<file path="src/rtl/rom_read_sequencer.sv">
// Sequential read controller for a combinational ROM. It walks a run of consecutive
// addresses and delivers the returned words through a 2-entry skid buffer over valid/ready.
module rom_read_sequencer #(
   parameter int ADDR_W = 4,
   parameter int DATA_W = 16,
   parameter int CNT_W  = 5
) (
   input  logic              clk,
   input  logic              rst_n,
   input  logic              i_start,
   input  logic [ADDR_W-1:0] i_base_addr,
   input  logic [CNT_W-1:0]  i_count,
   output logic              o_busy,
   output logic              o_done,
   output logic              o_cs,
   output logic              o_read_en,
   output logic [ADDR_W-1:0] o_addrb,
   input  logic [DATA_W-1:0] i_datab,
   output logic [DATA_W-1:0] o_out_data,
   output logic [ADDR_W-1:0] o_out_addr,
   output logic              o_out_valid,
   input  logic              i_out_ready
);

   typedef enum logic [1:0] {
      ST_IDLE,
      ST_READ,
      ST_DRAIN
   } state_t;

   state_t              r_state;
   state_t              w_state_nxt;
   logic [ADDR_W-1:0]   r_cur;
   logic [ADDR_W-1:0]   r_last_addr;
   logic [CNT_W-1:0]    r_rem;
   logic                r_done;
   logic                w_done_nxt;

   logic [DATA_W-1:0]   r_buf_data [2];
   logic [ADDR_W-1:0]   r_buf_addr [2];
   logic                r_rd_ptr;
   logic                r_wr_ptr;
   logic [1:0]          r_occ;

   logic                w_pop;
   logic                w_space;
   logic                w_issue;
   logic                w_accept;
   logic [ADDR_W-1:0]   w_addrb;

   // A same-cycle pop frees a slot, so out_ready reaches cs combinationally on purpose.
   assign w_pop   = (r_occ != 2'd0) && i_out_ready;
   assign w_space = (r_occ < 2'd2) || w_pop;

   // NOTE: every signal written here gets a default first, so no path leaves it unassigned
   // and no latch is inferred.
   always_comb begin
      w_state_nxt = r_state;
      w_done_nxt  = 1'b0;
      w_issue     = 1'b0;
      w_accept    = 1'b0;
      w_addrb     = r_last_addr;
      case (r_state)
         ST_IDLE: begin
            w_addrb = '0;
            if (i_start) begin
               if (i_count != '0) begin
                  w_accept    = 1'b1;
                  w_state_nxt = ST_READ;
               end else begin
                  w_done_nxt = 1'b1;
               end
            end
         end
         ST_READ: begin
            w_issue = (r_rem != '0) && w_space;
            if (w_issue) begin
               w_addrb = r_cur;
               if (r_rem == CNT_W'(1)) w_state_nxt = ST_DRAIN;
            end
         end
         ST_DRAIN: begin
            if (w_pop && (r_occ == 2'd1)) begin
               w_state_nxt = ST_IDLE;
               w_done_nxt  = 1'b1;
            end
         end
         default: w_state_nxt = ST_IDLE;
      endcase
   end

   // NOTE: sequential state uses non-blocking assignments so every register samples
   // the pre-edge values regardless of statement order.
   always_ff @(posedge clk) begin
      if (!rst_n) begin
         r_state     <= ST_IDLE;
         r_done      <= 1'b0;
         r_cur       <= '0;
         r_rem       <= '0;
         r_last_addr <= '0;
      end else begin
         r_state <= w_state_nxt;
         r_done  <= w_done_nxt;
         if (w_accept) begin
            r_cur <= i_base_addr;
            r_rem <= i_count;
         end else if (w_issue) begin
            r_cur       <= r_cur + ADDR_W'(1);
            r_rem       <= r_rem - CNT_W'(1);
            r_last_addr <= r_cur;
         end
      end
   end

   // NOTE: the two buffer entries are reset as well, because out_data/out_addr must read
   // zero after reset; a deeper storage array would normally be left unreset.
   always_ff @(posedge clk) begin
      if (!rst_n) begin
         for (int i = 0; i < 2; i++) begin
            r_buf_data[i] <= '0;
            r_buf_addr[i] <= '0;
         end
         r_rd_ptr <= 1'b0;
         r_wr_ptr <= 1'b0;
         r_occ    <= 2'd0;
      end else begin
         if (w_issue) begin
            r_buf_data[r_wr_ptr] <= i_datab;
            r_buf_addr[r_wr_ptr] <= r_cur;
            r_wr_ptr             <= ~r_wr_ptr;
         end
         if (w_pop) r_rd_ptr <= ~r_rd_ptr;
         case ({w_issue, w_pop})
            2'b10:   r_occ <= r_occ + 2'd1;
            2'b01:   r_occ <= r_occ - 2'd1;
            default: r_occ <= r_occ;
         endcase
      end
   end

   assign o_busy      = (r_state != ST_IDLE);
   assign o_done      = r_done;
   assign o_cs        = w_issue;
   assign o_read_en   = w_issue;
   assign o_addrb     = w_addrb;
   assign o_out_valid = (r_occ != 2'd0);
   assign o_out_data  = r_buf_data[r_rd_ptr];
   assign o_out_addr  = r_buf_addr[r_rd_ptr];

endmodule
</file>
<file path="config.mk">
export PLATFORM = sky130hd
export DESIGN_NAME = rom_read_sequencer
export DESIGN_NICKNAME = d
export VERILOG_FILES = /design/src/rtl/rom_read_sequencer.sv
export SDC_FILE = /design/constraint.sdc
export NUM_CORES = 1
export LEC_CHECK = 0
export CAP_MARGIN = 10
export CORE_ASPECT_RATIO = 0.8
export CORE_UTILIZATION = 51
export CTS_CLUSTER_DIAMETER = 80
export DETAILED_ROUTE_END_ITERATION = 6
export MAX_ROUTING_LAYER = met4
export PLACE_DENSITY = 0.8
export RECOVER_POWER = 100
export SLEW_MARGIN = 20
export SYNTH_ARGS = -nofsm -noshare
export SYNTH_HDL_FRONTEND = slang
export SYNTH_SLANG_ARGS = --single-unit
</file>
<file path="constraint.sdc">
create_clock -name clk -period 3.5 [get_ports clk]
set_clock_uncertainty 0.05 [all_clocks]
set_input_delay 0.7 -clock clk [delete_from_list [all_inputs] [get_ports clk]]
set_output_delay 0.7 -clock clk [all_outputs]
set_load 0.02 [all_outputs]
</file>
==> results of run 1 <==
-- worst min-delay path by stage --
stage / endpoint / slack (ns) / cells after the start
after floorplan: r_last_addr[0] / 0.39 / 2
after global placement: r_last_addr[0] / 0.40 / 2
after detailed placement: r_last_addr[2] / 0.40 / 2
after CTS: r_last_addr[2] / 0.41 / 2
after global routing: r_last_addr[2] / 0.42 / 2
final: r_last_addr[2] / 0.41 / 2
-- registers in the layout (all words and copies together) (netlist names), named ones only --
| register | count |
|---|---|
| o_done | 1 |
| r_buf_addr | 8 |
| r_buf_data | 32 |
| r_cur | 4 |
| r_last_addr | 4 |
| r_occ | 2 |
| r_rd_ptr | 1 |
| r_rem | 5 |
| r_state | 2 |
| r_wr_ptr | 1 |
-- worst reg2reg max path: stages (launching register included) --
cell and delay [ns]:
dfxtp_1 0.39, inv_1 0.06, ha_1 0.20, nor2b_1 0.10, clkbuf_2 0.19, o211ai_2 0.16, clkbuf_2 0.32, o21ai_0 0.30
clkbuf_1 0.92
-- layout make-up --
type / count / share of cell area
Inverter: 12 / 0.01364
Clock inverter: 7 / 0.02455
Tap cell: 62 / 0.02114
Sequential cell: 61 / 0.4419
Clock buffer: 9 / 0.03375
Multi-Input combinational cell: 152 / 0.3000
Timing Repair Buffer: 67 / 0.1650
-- Yosys cell counts, types with 2 or more instances --
| master | n | share of area |
|---|---|---|
| a21oi_1 | 12 | 0.021 |
| dfxtp_1 | 21 | 0.15 |
| nor4_1 | 3 | 0.0066 |
| a2bb2oi_1 | 2 | 0.0062 |
| a31oi_1 | 2 | 0.0044 |
| nor3_1 | 3 | 0.0053 |
| edfxtp_1 | 40 | 0.43 |
| clkbuf_1 | 5 | 0.0066 |
| inv_1 | 11 | 0.015 |
| ha_1 | 6 | 0.027 |
| nor2_1 | 6 | 0.0080 |
| a32oi_1 | 2 | 0.0062 |
| clkbuf_2 | 2 | 0.0035 |
| a22oi_1 | 3 | 0.0080 |
| xnor2_1 | 2 | 0.0062 |
| o21ai_0 | 2 | 0.0035 |
| a22o_1 | 4 | 0.012 |
| buf_2 | 3 | 0.0053 |
| mux2_2 | 22 | 0.088 |
| a311o_1 | 2 | 0.0071 |
| and3_1 | 2 | 0.0044 |
| nand2_1 | 12 | 0.016 |
| and2_1 | 39 | 0.086 |
| xor2_1 | 2 | 0.0062 |
| nand3_1 | 9 | 0.016 |
-- power by group through the flow --
stage          registers (W)  clock network, W  logic, W
2_1_floorplan       0.000902                 0  0.000452
3_3_place_gp        0.000910                 0  0.000712
3_5_place_dp        0.000914                 0  0.000725
4_1_cts             0.000899          0.000678  0.000734
5_1_grt             0.000908          0.000701  0.000734
6_report            0.000899          0.000670  0.000675
-- cells by family after synthesis --
| family | count (synthesis) |
|---|---|
| AOI/OAI and AO/OA | 38 |
| xor gates and xnor gates | 4 |
| adders and majority gates | 6 |
| buffers and inverters | 23 |
| DFF | 61 |
| muxes | 22 |
| and+or+nand+nor | 82 |
-- per-layer routing --
metal	vias to the layer above	track usage	share of wire
met5	-	-	0
met4	0	0.08898	0.011
met3	7	0.05000	0.052
met2	59	0.3629	0.49
met1	962	0.2855	0.45
li1	988	-	-
-- repair_timing --
action,in CTS,in global routing
setup endpoints to repair,4,4
resized for setup,1,2
setup buffers,0,0
-- metrics by stage --
| step | total power [W] | instances |
|---|---|---|
| after floorplan | 0.001353 | 236 |
| after global placement | 0.001622 | 354 |
| after detailed placement | 0.001639 | 354 |
| after CTS | 0.002311 | 370 |
| after global routing | 0.002343 | 370 |
| final | 0.002245 | 370 |
==> metrics.yaml, run 1 <==
rr_startpoint: "r_occ[0]"
worst_slew_pin_slew_ns: 1.201
drc: 0
cts_tree: "built"
area_delta_synth_final_pct: 29.89
crit_cells: 7
r2r_setup_slack_ns: 0.41
slew_headroom: 0.1991
place.gp.congestion: 0.7510
cts_root_buf: "clkbuf_8"
crit_fanout: 5
arrival_ns: 2.64
cp.required_ns: 2.75
fp.dieH_um: 68.57
crit_start: "r_rem[0]"
yosys.area_share.simple: 0.1643
r2r_end: "r_buf_data[0][11]"
stdcell_area_sq_mm: 0.003670
wire_per_inst_um: 15.85
syn_nets: 271
cts.path.max_buffers: 2
max_freq_mhz: 295.0
p_clk_frac: 0.299
critPathTopFamily: "buffers and inverters"
power_leakage_nw: 1.390
cts_hold_buf: 0
internal_power_w: 0.001562
synth-compound-area-share: 0.09920
clk_pin_slew_ns: 0.07
worstSetupStartpointType: "register"
crit_type: "reg -> out"
yosys_warnings: 0
rows: 23
place_area_sq_mm: 0.003506
nNetsFinal: 338
min_path_type: "reg -> reg"
rr_worst_depth: 8
vias: 2016
end_kind: "output pin"
seq_area_frac_synth: 0.5740
synth_top_family_by_area: "simple AND/OR/NAND/NOR gates"
path_cells: "inv_1 > ha_1 > or4b_1 > o21a_1 > o21bai_4 > a22o_1 > clkdlybuf4s50_1"
synthMuxAreaShare: 0.08769
hpwl_um: 3832
die_w_um: 85.22
final_layout_size_suffix_gt1_frac: 0.1494
grt_use_total: 0.2260
final_core_util: 0.7085
insertion_delay_ns: 0.34
fin_tns_setup_ns: 0
core_area_sq_mm: 0.005180
cp_num_buf_inv: 2
synth_area_sq_mm: 0.002825
switchingPower_w: 0.0006831
avgSynthCellArea_sq_um: 11.97
rsz0062_at_grt: "false"
multiInputGateArea_sq_mm: 0.001101
io_buffers: 57
io-pin-count: 58
initial_core_util: 0.5454
synth_fa_ha_area_frac: 0.02657
cts_sinks: 61
h-tree-depth: 3
seq_area_sq_mm: 0.001622
ant_nets: 0
overflow: 0
min_period_ns: 3.390
synth_xor_xnor_area_share: 0.01240
antenna_found_initial: 0
combPwrFrac: 0.301
synth_ff_type: "edfxtp_1"
hp-start: "r_last_addr[2]"
ys_ff_latch: 61
fin_ws_ns: 0.1100
grt_pass1_vias: 1977
antennaDiodeCount: 0
numCtsBuffers: 9
seq_power_share: 0.401
fin_crit_sh: 0.9686
grt_pass1_wl_um: 9411
max_cap_viol_count: 0
p_sw_frac: 0.3043
final_common_cell: "edfxtp_1"
peakVddDrop_v: 0.0003128
hold_viol: 0
crit_path_max_incr_delay_ns: 0.60
outcome: "finished, final reports clean"
cp_slowest_cell: "clkdlybuf4s50_1"
critPathCapture: "o_addrb[2]"
pre_cts_slack_ns: 0.01683
ys_types: 44
final_cell_mix: "edfxtp_1, clkdlybuf4s50_1, and2_0"
grt_max_degree: 23
setup_viol: 0
drtIter0Drc: 113
routed_wl_um: 5865
holdWs_ns: 0.4100
dr.pass1.iters: 4
synthCells: 236
dieArea_sq_mm: 0.005843
power_density_mw_per_mm2: 611.7
synth_edf_count: 40
async_flop_share: 0
slew_viol_final: 0
fillers: 391
viasPerCell: 5.449
No activity file was read; power rests on OpenSTA's default activity.
==> run 2, diff against run 1 <==
- SLEW_MARGIN: 20 -> not set
==> results of run 2 <==
The final DEF is identical to that of run 1; final timing and power are the same.
==> run 3, diff against run 2 <==
- CAP_MARGIN: 10 -> not set
- SETUP_SLACK_MARGIN: not set -> 0.15
==> run 3 against run 2 <==
Net effect:
- clock-buffer cell count unchanged
- global-route usage about the same
- sequential share of layout area is 0.090 points lower
- die area unchanged
- flip-flop and latch count unchanged
- combinational power grew 4.7%
- critical path type unchanged
- highest routed layer unchanged
==> metrics.yaml, run 3 (synthesized netlist as in run 1, its figures left out) <==
outcome: "finished, final reports clean"
end_kind: "output pin"
crit_type: "reg -> out"
cts_sinks: 61
fin_crit_sh: 0.9181
min_period_ns: 3.213
use_met1: 0.2863
path_cells: "clkbuf_1 > mux2_2 > clkdlybuf4s50_1"
grt_pass1_vias: 1977
stdcell_area_sq_mm: 0.003677
vias: 2019
ant_nets: 0
fp.dieH_um: 68.57
nNetsFinal: 338
grt_use_met2: 0.3629
slew_headroom: 0.2103
fillers: 388
power_leakage_nw: 1.378
crit_path_max_incr_delay_ns: 0.84
grt_pass1_wl_um: 9425
switchingPower_w: 0.0006911
min_path_type: "reg -> reg"
final_core_util: 0.7099
dr.pass1.iters: 4
cts_root_buf: "clkbuf_8"
worst_slew_pin_slew_ns: 1.185
largest_reg_flops: 32
place.gp.congestion: 0.7510
initial_core_util: 0.5454
max_cap_viol_count: 0
crit_fanout: 20
power_density_mw_per_mm2: 619.1
core_area_sq_mm: 0.005180
numCtsBuffers: 9
overflow: 0
cts.path.max_buffers: 2
cts_tree: "built"
fin_ws_ns: 0.2865
layout_top_registers: "r_buf_data x32, r_buf_addr x8, r_rem x5"
drtIter0Drc: 111
drc: 0
pre_cts_slack_ns: 0.01683
h-tree-depth: 3
antennaDiodeCount: 0
io-pin-count: 58
seq_power_share: 0.395
arrival_ns: 2.46
area_delta_synth_final_pct: 30.16
setup_viol: 0
internal_power_w: 0.001585
top_usage_layer: "met2"
cp_slowest_cell: "clkbuf_1"
antenna_found_initial: 0
worstSetupStartpointType: "register"
fin_tns_setup_ns: 0
place_area_sq_mm: 0.003506
final_layout_size_suffix_gt1_frac: 0.1494
cts_hold_buf: 0
viasPerCell: 5.457
peakVddDrop_v: 0.0003137
p_sw_frac: 0.3036
hold_viol: 0
routed_wl_um: 5869
final_cell_mix: "clkdlybuf4s50_1, edfxtp_1, and2_0"
dieArea_sq_mm: 0.005843
gr-usage-met3: 0.05000
max_freq_mhz: 311.2
grt_use_total: 0.2263
grt_max_degree: 23
clk_pin_slew_ns: 0.07
insertion_delay_ns: 0.34
wire_per_inst_um: 15.86
top_register: "r_buf_data"
combPwrFrac: 0.310
finalPower_w: 0.002276
io_buffers: 57
slew_viol_final: 0
hpwl_um: 3832
rsz0062_at_grt: "false"
rows: 23
p_clk_frac: 0.295
die_w_um: 85.22
final_common_cell: "clkdlybuf4s50_1"
cp.required_ns: 2.75
run 3: cell count changes in the layout (fill, tap and decap cells not counted):
cell / before / now
dlygate4sd3_1: 25 / 7
o211ai_2: 1 / 0
clkdlybuf4s50_1: 31 / 46
o211ai_4: 0 / 1
clkbuf_2: 3 / 2
dlygate4sd2_1: 0 / 3
buf_4: 0 / 1
run 3: critical path, delay by kind of cell (launching register included):
kind	cells	cell delay (ns)
buffers and inverters	2	1.39
DFF	1	0.31
muxes	1	0.43
run 3: metal layers:
metal | vias to the layer above | share of wire
met5 | - | 0
met4 | 0 | 0.013
met3 | 9 | 0.058
met2 | 61 | 0.48
met1 | 962 | 0.44
li1 | 987 | -
run 3: final cells by class:
class / instances / area (sq um) / share of cell area
tap: 62 / 77.57 / 0.02110
timing repair buffer: 67 / 604.3 / 0.1643
multi-input combinational: 152 / 1110 / 0.3018
clock buffer: 9 / 123.9 / 0.03368
inverter: 12 / 50.05 / 0.01361
clock inverter: 7 / 90.09 / 0.02450
sequential: 61 / 1622 / 0.4410
run 3: what timing repair did:
item | in CTS | in global routing
endpoints found under the setup margin | 4 | 1
setup buffers | 0 | 0
gates resized for setup | 5 | 1
run 3: final timing paths:
check	start	endpoint	slack, ns	cells after the start
min reg2reg	r_last_addr[2]	r_last_addr[2]	0.41	2
min	r_last_addr[2]	r_last_addr[2]	0.41	2
max reg2reg	r_rem[0]	r_buf_addr[0][1]	0.47	7
max	register	o_out_data[6]	0.29	3
run 3: stage by stage:
stage,hold WS [ns],std cells
4_1_cts,0.4088,370
3_3_place_gp,0.4015,354
3_5_place_dp,0.3997,354
6_report,0.4099,370
5_1_grt,0.4245,370
2_1_floorplan,0.3860,236
run 3: power by group through the flow:
stage | Combinational [W] | Clock, W | Sequential, W
floorplan | 0.000452 | 0 | 0.000902
global placement | 0.000712 | 0 | 0.000910
detailed placement | 0.000725 | 0 | 0.000914
CTS | 0.000737 | 0.000678 | 0.000899
global route | 0.000766 | 0.000701 | 0.000908
finish | 0.000707 | 0.000671 | 0.000899
